[src/rtl/imm_pkg.sv]
// Shared immediate-encoding definitions: ImmSrc enumeration, widths and fit predicates.
// Also consumed by the Extend unit so encoder and decoder agree on ImmSrc meaning.
package imm_pkg;

   localparam int VALUE_W = 32;
   localparam int INSTR_W = 20;

   typedef enum logic [1:0] {
      IMM_ZERO16     = 2'b00,
      IMM_SEXT16     = 2'b01,
      IMM_SEXT20_SH2 = 2'b10,
      IMM_AUTO       = 2'b11
   } imm_src_e;

   typedef struct packed {
      logic [INSTR_W-1:0] instr;
      imm_src_e           immsrc;
      logic               fits;
   } imm_res_t;

   function automatic logic fits_zero16(input logic [VALUE_W-1:0] v);
      return (v[31:16] == 16'h0000);
   endfunction

   function automatic logic fits_sext16(input logic [VALUE_W-1:0] v);
      return (&v[31:15]) | ~(|v[31:15]);
   endfunction

   // Word-aligned and the upper bits replicate bit 21, the sign of the 20-bit field.
   function automatic logic fits_sext20_sh2(input logic [VALUE_W-1:0] v);
      return (v[1:0] == 2'b00) & ((&v[31:21]) | ~(|v[31:21]));
   endfunction

endpackage

[src/rtl/imm_fit_check.sv]
// Combinational fit check and Instr[19:0] formation for one requested ImmSrc.
// Mode 11 resolves automatically only when IMM_ENCODE_AUTO_EN is defined.
module imm_fit_check
   import imm_pkg::*;
(
   input  logic [VALUE_W-1:0] value,
   input  logic [1:0]         mode,
   output imm_res_t           res
);

   logic               z_fit_s;
   logic               s16_fit_s;
   logic               s20_fit_s;
   logic [INSTR_W-1:0] instr16_s;
   logic [INSTR_W-1:0] instr20_s;

   assign z_fit_s   = fits_zero16(value);
   assign s16_fit_s = fits_sext16(value);
   assign s20_fit_s = fits_sext20_sh2(value);
   assign instr16_s = {4'b0000, value[15:0]};
   assign instr20_s = value[21:2];

   // Select the encoding for the requested mode.
   always_comb begin
      res = '0;
      case (mode)
         IMM_ZERO16:     res = '{instr: instr16_s, immsrc: IMM_ZERO16, fits: z_fit_s};
         IMM_SEXT16:     res = '{instr: instr16_s, immsrc: IMM_SEXT16, fits: s16_fit_s};
         IMM_SEXT20_SH2: res = '{instr: instr20_s, immsrc: IMM_SEXT20_SH2, fits: s20_fit_s};
         IMM_AUTO: begin
`ifdef IMM_ENCODE_AUTO_EN
            if (z_fit_s) begin
               res = '{instr: instr16_s, immsrc: IMM_ZERO16, fits: 1'b1};
            end else if (s16_fit_s) begin
               res = '{instr: instr16_s, immsrc: IMM_SEXT16, fits: 1'b1};
            end else begin
               res = '{instr: instr20_s, immsrc: IMM_SEXT20_SH2, fits: s20_fit_s};
            end
`else
            res = '{instr: {INSTR_W{1'b0}}, immsrc: IMM_AUTO, fits: 1'b0};
`endif
         end
         default:        res = '0;
      endcase
   end

endmodule

[src/rtl/imm_encode.sv]
// Two-stage immediate encoder: S1 holds the classification, S2 is the output register.
// Optional feature macro: IMM_ENCODE_AUTO_EN (automatic ImmSrc selection for mode 11).
module imm_encode
   import imm_pkg::*;
#(
   parameter int CNT_W = 16
) (
   input  logic               clk,
   input  logic               rst_n,
   input  logic               in_valid,
   output logic               in_ready,
   input  logic [31:0]        in_value,
   input  logic [1:0]         in_mode,
   output logic               out_valid,
   input  logic               out_ready,
   output logic [19:0]        out_instr,
   output logic [1:0]         out_immsrc,
   output logic               out_fits,
   output logic [CNT_W-1:0]   err_count
);

   imm_res_t           fit_res_s;
   imm_res_t           s1_res_r;
   logic               s1_full_r;
   logic               out_valid_r;
   logic [19:0]        out_instr_r;
   logic [1:0]         out_immsrc_r;
   logic               out_fits_r;
   logic [CNT_W-1:0]   err_count_r;
   logic               ready_en_r;
   logic               s2_drain_s;
   logic               s1_adv_s;
   logic               in_ready_s;
   logic               in_fire_s;

   imm_fit_check u_fit (
      .value (in_value),
      .mode  (in_mode),
      .res   (fit_res_s)
   );

   assign s2_drain_s = out_valid_r & out_ready;
   assign s1_adv_s   = s1_full_r & (~out_valid_r | out_ready);
   // ready_en_r keeps in_ready low while reset is held, without a combinational path from rst_n.
   assign in_ready_s = ready_en_r & (~s1_full_r | s1_adv_s);
   assign in_fire_s  = in_valid & in_ready_s;

   // Input-enable flag and stage S1.
   always_ff @(posedge clk or negedge rst_n) begin
      if (!rst_n) begin
         ready_en_r <= 1'b0;
         s1_full_r  <= 1'b0;
         s1_res_r   <= '0;
      end else begin
         ready_en_r <= 1'b1;
         if (in_fire_s) begin
            s1_full_r <= 1'b1;
            s1_res_r  <= fit_res_s;
         end else if (s1_adv_s) begin
            s1_full_r <= 1'b0;
         end
      end
   end

   // Stage S2: the output register, held while the consumer stalls.
   always_ff @(posedge clk or negedge rst_n) begin
      if (!rst_n) begin
         out_valid_r  <= 1'b0;
         out_instr_r  <= 20'h00000;
         out_immsrc_r <= 2'b00;
         out_fits_r   <= 1'b0;
      end else if (s1_adv_s) begin
         out_valid_r  <= 1'b1;
         out_instr_r  <= s1_res_r.instr;
         out_immsrc_r <= s1_res_r.immsrc;
         out_fits_r   <= s1_res_r.fits;
      end else if (s2_drain_s) begin
         out_valid_r  <= 1'b0;
      end
   end

   // Saturating count of unrepresentable results handed to the consumer.
   always_ff @(posedge clk or negedge rst_n) begin
      if (!rst_n) begin
         err_count_r <= '0;
      end else if (s2_drain_s && !out_fits_r && (err_count_r != {CNT_W{1'b1}})) begin
         err_count_r <= err_count_r + CNT_W'(1);
      end
   end

   assign in_ready   = in_ready_s;
   assign out_valid  = out_valid_r;
   assign out_instr  = out_instr_r;
   assign out_immsrc = out_immsrc_r;
   assign out_fits   = out_fits_r;
   assign err_count  = err_count_r;

endmodule

[config.mk]
export PLATFORM = sky130hd
export DESIGN_NAME = imm_encode
export DESIGN_NICKNAME = d
export VERILOG_FILES = /design/src/rtl/imm_pkg.sv /design/src/rtl/imm_fit_check.sv /design/src/rtl/imm_encode.sv
export SDC_FILE = /design/constraint.sdc
export NUM_CORES = 1
export LEC_CHECK = 0
export BUFFER_PORTS_ARGS = -buffer_cell sky130_fd_sc_hd__buf_2
export CAP_MARGIN = 20
export CORE_AREA = 2 2 93 118
export DETAILED_ROUTE_END_ITERATION = 7
export DIE_AREA = 0 0 95 120
export PLACE_DENSITY_LB_ADDON = 0.15
export SYNTH_ARGS = -nofsm -noshare
export SYNTH_HDL_FRONTEND = slang
export SYNTH_HIERARCHICAL = 1
export SYNTH_SLANG_ARGS = --single-unit
[constraint.sdc]
create_clock -name clk -period 2.15 [get_ports clk]
set_input_delay 0.215 -clock clk [delete_from_list [all_inputs] [get_ports clk]]
set_output_delay 0.215 -clock clk [all_outputs]
set_load 0.01 [all_outputs]
==> results of run 1 <==
## kinds of logic (layout without fill, tap and decap cells)
kind of cell,Yosys count,count (layout),share of synthesized area
flip-flops,65,65,0.539
adder cells (fa/ha/maj),1,1,0.00415
AND/OR/NAND/NOR,79,79,0.140
AO/OA/AOI/OAI,31,31,0.0605
buffers and inverters,30,121,0.0473
multiplexers,50,50,0.188
other,1,1,0.00124
XOR/XNOR,7,7,0.0203
## metal layers
metal	global-route usage	share of wire
met5	0	0
met1	0.161	0.43
met4	0.0444	0.020
met3	0.0515	0.066
met2	0.222	0.48
## state kept, by name, summed over array words and instances, names as in the netlist
register    cells
s1_full_r       1
out_immsrc      2
s1_res_r       23
out_valid       1
ready_en_r      1
err_count      16
out_instr      20
out_fits        1
## metrics by stage
stage          cells  hold WS (ns)
5_1_grt          487         0.223
3_3_place_gp     470         0.266
6_report         487         0.222
4_1_cts          487         0.215
2_1_floorplan    264       -0.0806
3_5_place_dp     470         0.270
## cell usage in the layout, fill, tap and decap left out, types with 3 or more instances in the layout
cell       Yosys  layout
and2_1         5       5
nor4_1         4       4
a31oi_1        3       3
o21ai_0       17      17
inv_1         17      17
mux2_2        49      49
nand2_1       28      28
xnor2_1        6       6
nor2_1         4       4
nand3_1       11      11
nand4_1        8       8
nor3_1         6       6
clkbuf_16      0       9
dfrtp_1       65      65
buf_2          3      78
buf_4          1       7
## worst paths after layout
path / to / cells past startpoint
worst max register to register: err_count[1] / 5
worst min-delay path: s1_res_r[1] / 2
worst min register to register: out_valid / 1
worst max-delay path: err_count[1] / 5
max in group asynchronous: out_fits / 3
min in group asynchronous: err_count[4] / 3
## final cells by class
class | count | area [um^2] | area share
inverter | 17 | 63.8 | 0.0163
clock inverter | 7 | 95.1 | 0.0243
sequential | 65 | 1630 | 0.415
timing repair buffer | 88 | 493 | 0.126
tap | 132 | 165 | 0.0422
multi-input combinational | 169 | 1250 | 0.319
clock buffer | 9 | 225 | 0.0575
## timing repair
item | 4_1_cts | 5_1_grt
buffers inserted | 0 | 0
hold buffers | 1 | 0
hold endpoints to repair | 65 | 0
## power by group through the flow
stage	logic [uW]	clock network, uW	registers, uW
2_1_floorplan	379	0	1720
3_3_place_gp	815	0	1640
3_5_place_dp	814	0	1660
4_1_cts	819	1600	1640
5_1_grt	889	1670	1670
6_report	800	1560	1630
==> results.ini, run 1 <==
[global_route]
overflow=0
grt_pass1_wl_mm=11.7
grtUsageTotal=0.135
antenna_found_initial=0
grt_pass1_vias=2380
grt_start_max_net_pins=66

[drt]
first_iter_violations=113
wl_mm=7.24
drcViolationCount=0
drtAntennaViolNets=0
vias_per_cell=4.78
wire_per_inst_um=14.9
dr.pass1.iters=4
vias=2328

[critical_path]
required_ns=2.35
critPathMaxStageDelay_ns=0.53
crit_arrival_ns=2.12
crit_buf_inv=0
crit_start=err_count[0]
critPathMaxFanout=6
r2r_slack_ns=0.23
rr_startpoint=err_count[0]
end_kind=register
crit_chain=ha_1 > nand4_1 > or4_1 > nor2b_4 > mux2_4
critPathTopFamily=simple AND/OR/NAND/NOR gates
criticalPathCategory=reg -> reg
cp-start-kind=register
cp_slowest_cell=or4_1

[floorplan]
die_h_um=120
coreArea_um2=10400
start_util=0.292
die_w_um=95
rows=42
die_area_um2=11400
io_pins=79

[hold_path]
hold_path.class=in -> reg
worstHoldStart=in_mode[0]

[synthesis]
synth_area_leaders=dfrtp_1 54%, mux2_2 18%, nand2_1 3.5%
synthArstFlopShare=1.00
ys_ff_latch=65
synth.avg_cell_area_um2=11.4
post-synth-top-area-cell=dfrtp_1
synth_nets=303
syn_inst=264
ys_top_cells_by_count=65 x dfrtp_1, 49 x mux2_2, 28 x nand2_1
synth_most_common_cell=dfrtp_1
syn_area_um2=3020
synth.distinct_cells=38
yosysSeqAreaShare=0.539
yosysTopAreaCellShare=0.539
ys_dominant_reg_cell=dfrtp_1
yosys_warnings=6
synth_edf_count=0

[placed_design]
portBuffers=78
post_dp_cell_area_um2=3590
dpl.hpwl_mm=5.16
pre_cts_ws_ns=0.234
place_congestion=0.834

[power]
switching_share=0.272
pwr_density_cell_nw_per_um2=1020
p_leak_uw=0.00191
power.internal_uw=2900
switchingPower_uw=1090
peakVddDrop_v=0.000401
seqPwrFrac=0.409
total_power_uw=3990
clkPwrFrac=0.390
comb_power_share=0.201

[clocking]
clk_latency_ns=0.32
cts.sinks=65
ctsResizeCount=0
clkSlewWorstSetupHoldPaths_ns=0.05
cts_buffer_depth=2
clockRootBuffer=clkbuf_16
h-tree-depth=3
cts_buffers=9
cts_tree=built

[layout]
fin_nets=389
fin_util=0.378
area_growth_pct=29.8
nFillCells=1046
design_area_um2=3920
drive_gt1_frac=0.439
diodes=0

[timing]
rsz0062_at_grt=no
skew_ns=0.00556
fmax_ghz=0.522
slew_violations=0
period_share=0.891
setup_viol_count_final=0
tns_ns=0
timing.final.crit_period_ns=1.92
hold_violations=0
setup_ws_ns=0.235

[status]
status=finished clean

[run]
maxCapViolations=0

Power figures use the tool's default switching activity.
==> run 2: changes to the inputs <==
--- a/config.mk
+++ b/config.mk
@@ -7,9 +7,9 @@
 export LEC_CHECK = 0
 export BUFFER_PORTS_ARGS = -buffer_cell sky130_fd_sc_hd__buf_2
 export CAP_MARGIN = 20
-export CORE_AREA = 2 2 93 118
+export CORE_AREA = 2 2 81 103
 export DETAILED_ROUTE_END_ITERATION = 7
-export DIE_AREA = 0 0 95 120
+export DIE_AREA = 0 0 83 105
 export PLACE_DENSITY_LB_ADDON = 0.15
 export SYNTH_ARGS = -nofsm -noshare
 export SYNTH_HDL_FRONTEND = slang
==> results.ini, run 2 (synthesis results as in run 1) <==
[power]
peakVddDrop_v=0.000572
total_power_uw=3690
pwr_density_cell_nw_per_um2=977
p_leak_uw=0.00185

[layout]
largest_reg_flops=23
area_growth_pct=25.0
diodes=0
nFillCells=719
multi_input_area_um2=1250
mostFrequentLayoutCells=78 x buf_2, 65 x dfrtp_1, 49 x mux2_2
final_common_cell=buf_2
drive_gt1_frac=0.438
regMostFlops=s1_res_r
register_area_um2=1630
fin_util=0.490
fin_nets=388

[critical_path]
critPathTopFamily=simple AND/OR/NAND/NOR gates
required_ns=2.38
r2r_slack_ns=0.22
cp_slowest_cell=or4_1
criticalPathCategory=reg -> reg
crit_arrival_ns=2.16
cp-start-kind=register
rr_startpoint=err_count[0]
crit_buf_inv=0
end_kind=register
crit_chain=ha_1 > nand4_1 > or4_1 > nor2b_4 > mux2_4
r2r_end=err_count[1]
critPathMaxStageDelay_ns=0.54
critPathMaxFanout=6
reg2reg_depth=5
crit_start=err_count[0]

[timing]
setup_viol_count_final=0
hold_violations=0
timing.final.crit_period_ns=1.93
fmax_ghz=0.518
period_share=0.899
slew_violations=0
tns_ns=0
skew_ns=0.00649
rsz0062_at_grt=no

[drt]
wire_per_inst_um=15.1
vias_per_cell=5.11
wl_mm=6.80
met3_length_um=355
wl_met2_mm=3.35
wl_met1_mm=2.95
drtAntennaViolNets=0
dr.pass1.iters=4
first_iter_violations=115
routed.top_layer=met4
vias=2294
drcViolationCount=0

[status]
status=finished clean

[clocking]
clockRootBuffer=clkbuf_8
cts_buffer_depth=2
cts_setup_buffers=0
cts_buffers=9
clk_latency_ns=0.34
cts.sinks=65
clkSlewWorstSetupHoldPaths_ns=0.07
h-tree-depth=3
cts_tree=built

[floorplan]
start_util=0.392
die_w_um=83
io_pins=79
die_h_um=105
rows=36
die_area_um2=8720
coreArea_um2=7700

[run]
maxCapViolations=0

[hold_path]
worstHoldStart=in_mode[0]
hold_path.class=in -> reg
hold_end=s1_res_r[1]
worstHoldPathCells=2

[global_route]
grtUsageTotal=0.166
overflow=0
grt_pass1_wl_mm=11.5
grt_start_max_net_pins=66
antenna_found_initial=0
grt_pass1_vias=2312

[placed_design]
portBuffers=78
place_congestion=0.778
dpl.hpwl_mm=4.88

==> run 2: how the worst max path moves through the flow <==
stage               slack, ns      endpoint  cells after the start
global placement         0.29  err_count[1]                      5
CTS                      0.22  err_count[1]                      5
global route             0.12  err_count[1]                      5
detailed placement       0.23  err_count[1]                      5
floorplan                0.31  err_count[1]                      6
finish                   0.22  err_count[1]                      5
==> run 2: report_power, final <==
part	internal (uW)	total (uW)	switching (uW)	leakage (uW)
registers	1470	1620	152	0.000833
logic	410	799	389	0.000906
clock network	770	1260	494	0.000115
total	2650	3690	1040	0.00185
==> run 2: metrics by stage <==
step / worst slack [ns] / hold WS, ns / cell area (um^2) / std cells
after global placement: 0.288 / 0.264 / 3520 / 432
after floorplan: 0.305 / -0.0806 / 3020 / 264
after detailed placement: 0.228 / 0.264 / 3520 / 432
final: 0.218 / 0.203 / 3770 / 449
after CTS: 0.221 / 0.187 / 3770 / 449
after global routing: 0.125 / 0.195 / 3770 / 449
==> run 2: what timing repair did <==
item	in CTS	in global routing
endpoints found under the hold margin	65	0
resized for setup	0	0
hold buffers	1	0
==> run 2: layout make-up <==
type | instances | share of cell area
clock buffer | 9 | 0.0328
clock inverter | 7 | 0.0315
inverter | 17 | 0.0169
multi-input combinational | 169 | 0.331
sequential | 65 | 0.431
tap | 95 | 0.0315
timing repair buffer | 87 | 0.125
==> run 2: worst reg2reg max path, stage by stage (launching register included) <==
cell and delay, ns:
dfrtp_1 0.40, ha_1 0.26, nand4_1 0.12, or4_1 0.54, nor2b_4 0.20, mux2_4 0.29
==> run 2: routing by layer <==
layer / GRT usage / vias to the layer above
met5: 0 / -
met3: 0.0529 / 14
met4: 0.0621 / 0
met1: 0.212 / 1120
met2: 0.263 / 67
li1: - / 1093
==> run 3: changes to the inputs <==
--- a/config.mk
+++ b/config.mk
@@ -6,7 +6,6 @@
 export NUM_CORES = 1
 export LEC_CHECK = 0
 export BUFFER_PORTS_ARGS = -buffer_cell sky130_fd_sc_hd__buf_2
-export CAP_MARGIN = 20
 export CORE_AREA = 2 2 81 103
 export DETAILED_ROUTE_END_ITERATION = 7
 export DIE_AREA = 0 0 83 105
==> constraint.sdc (replaced) <==
create_clock -name clk -period 2.22 [get_ports clk]
set_input_delay 0.222 -clock clk [delete_from_list [all_inputs] [get_ports clk]]
set_output_delay 0.222 -clock clk [all_outputs]
set_load 0.01 [all_outputs]
==> results.ini, run 3 (synthesis results as in run 1) <==
[timing]
setup_ws_ns=0.278
relSlewSlack=0.662
timing.final.crit_period_ns=1.94
skew_ns=0.00656
slew_violations=0
tns_ns=0
setup_viol_count_final=0
period_share=0.875
worstMarginPinSlew_ns=0.507
hold_violations=0
fmax_ghz=0.515
rsz0062_at_grt=no

[critical_path]
critPathMaxFanout=6
cp-start-kind=register
critPathMaxStageDelay_ns=0.54
required_ns=2.44
end_kind=register
crit_arrival_ns=2.17
criticalPathCategory=reg -> reg
crit_buf_inv=0
critPathTopFamily=simple AND/OR/NAND/NOR gates
cp_slowest_cell=or4_1
crit_chain=ha_1 > nand4_1 > or4_1 > nor2b_4 > mux2_4

[hold_path]
hold_path.class=in -> reg

[clocking]
clkSlewWorstSetupHoldPaths_ns=0.07
cts_buffers=9
clk_latency_ns=0.33
h-tree-depth=3
clockRootBuffer=clkbuf_8
ctsResizeCount=0
cts_hold_buf=1
cts_buffer_depth=2
cts.sinks=65
cts_setup_buffers=0
cts_tree=built

[global_route]
antenna_found_initial=0
grtUsageTotal=0.164
grt_start_max_net_pins=46
grt_pass1_vias=2318
grt_pass1_wl_mm=11.4
overflow=0

[status]
status=finished clean

[floorplan]
rows=36
die_area_um2=8720
die_h_um=105
coreArea_um2=7700
io_pins=79
start_util=0.392
die_w_um=83

[layout]
diodes=0
drive_gt1_frac=0.438
final_common_cell=buf_2
regMostFlops=s1_res_r
fin_nets=388
mostFrequentLayoutCells=78 x buf_2, 65 x dfrtp_1, 49 x mux2_2
area_growth_pct=24.5
fin_util=0.488
largest_reg_flops=23
nFillCells=750
design_area_um2=3760
stdcell_count=449

[drt]
dr.pass1.iters=4
drcViolationCount=0
drtAntennaViolNets=0
wire_per_inst_um=15.1
wl_mm=6.77
vias=2292
first_iter_violations=119
vias_per_cell=5.10

[placed_design]
dpl.cell_count=432
place_congestion=0.759
pre_cts_ws_ns=0.294
post_dp_cell_area_um2=3520
portBuffers=78
dpl.hpwl_mm=4.88

[power]
pwr_density_cell_nw_per_um2=928
p_leak_uw=0.00185
peakVddDrop_v=0.000437

[run]
maxCapViolations=0

## run 3: changes by cell type in the layout (fill, tap and decap cells not counted)
| cell | before | now |
|---|---|---|
| inv_6 | 0 | 1 |
| clkbuf_8 | 9 | 10 |
| clkinvlp_4 | 2 | 1 |
| bufinv_16 | 3 | 2 |
## run 3: report_power, final
part	internal, uW	leakage (uW)	switching [uW]	total, uW
sequential	1430	0.000833	146	1570
clock	667	0.000113	472	1140
combinational	396	0.000908	380	776
total	2490	0.00185	998	3490
## run 3: worst register-to-register path, cell delays in order, from the launching register on
cell	delay, ns
dfrtp_1	0.41
ha_1	0.26
nand4_1	0.13
or4_1	0.54
nor2b_4	0.19
mux2_4	0.30
## run 3: area by class of cell
type	instances	area (um^2)	area share
clock buffers	10	138	0.0366
well taps	95	119	0.0316
multi-input cells	169	1250	0.332
flip-flops and latches	65	1630	0.433
clock inverters	6	90.1	0.0240
inverters	17	63.8	0.0170
repair buffers	87	473	0.126
## run 3: worst paths after layout
| check | start | to | slack (ns) | cells after the start |
|---|---|---|---|---|
| max reg2reg | err_count[0] | err_count[1] | 0.28 | 5 |
| max in group asynchronous | rst_n | out_instr[9] | 1.22 | 3 |
| min reg2reg | s1_full_r | out_valid | 0.49 | 1 |
| min | in_mode[0] | s1_res_r[1] | 0.21 | 2 |
| min in group asynchronous | rst_n | out_instr[17] | 0.39 | 2 |
| max | err_count[0] | err_count[1] | 0.28 | 5 |
## run 3: layer usage
metal  share of wire  global-route usage  vias up
li1                -                   -     1091
met1            0.42               0.203     1117
met2            0.50               0.273       73
met3           0.057              0.0340       11
met4           0.018              0.0773        0
met5               0                   0        -
## run 3: metrics by stage
stage          total power [uW]  hold WS [ns]
3_3_place_gp               2360         0.230
5_1_grt                    3680         0.210
2_1_floorplan              2030       -0.0736
3_5_place_dp               2390         0.231
6_report                   3490         0.211
4_1_cts                    3550         0.193
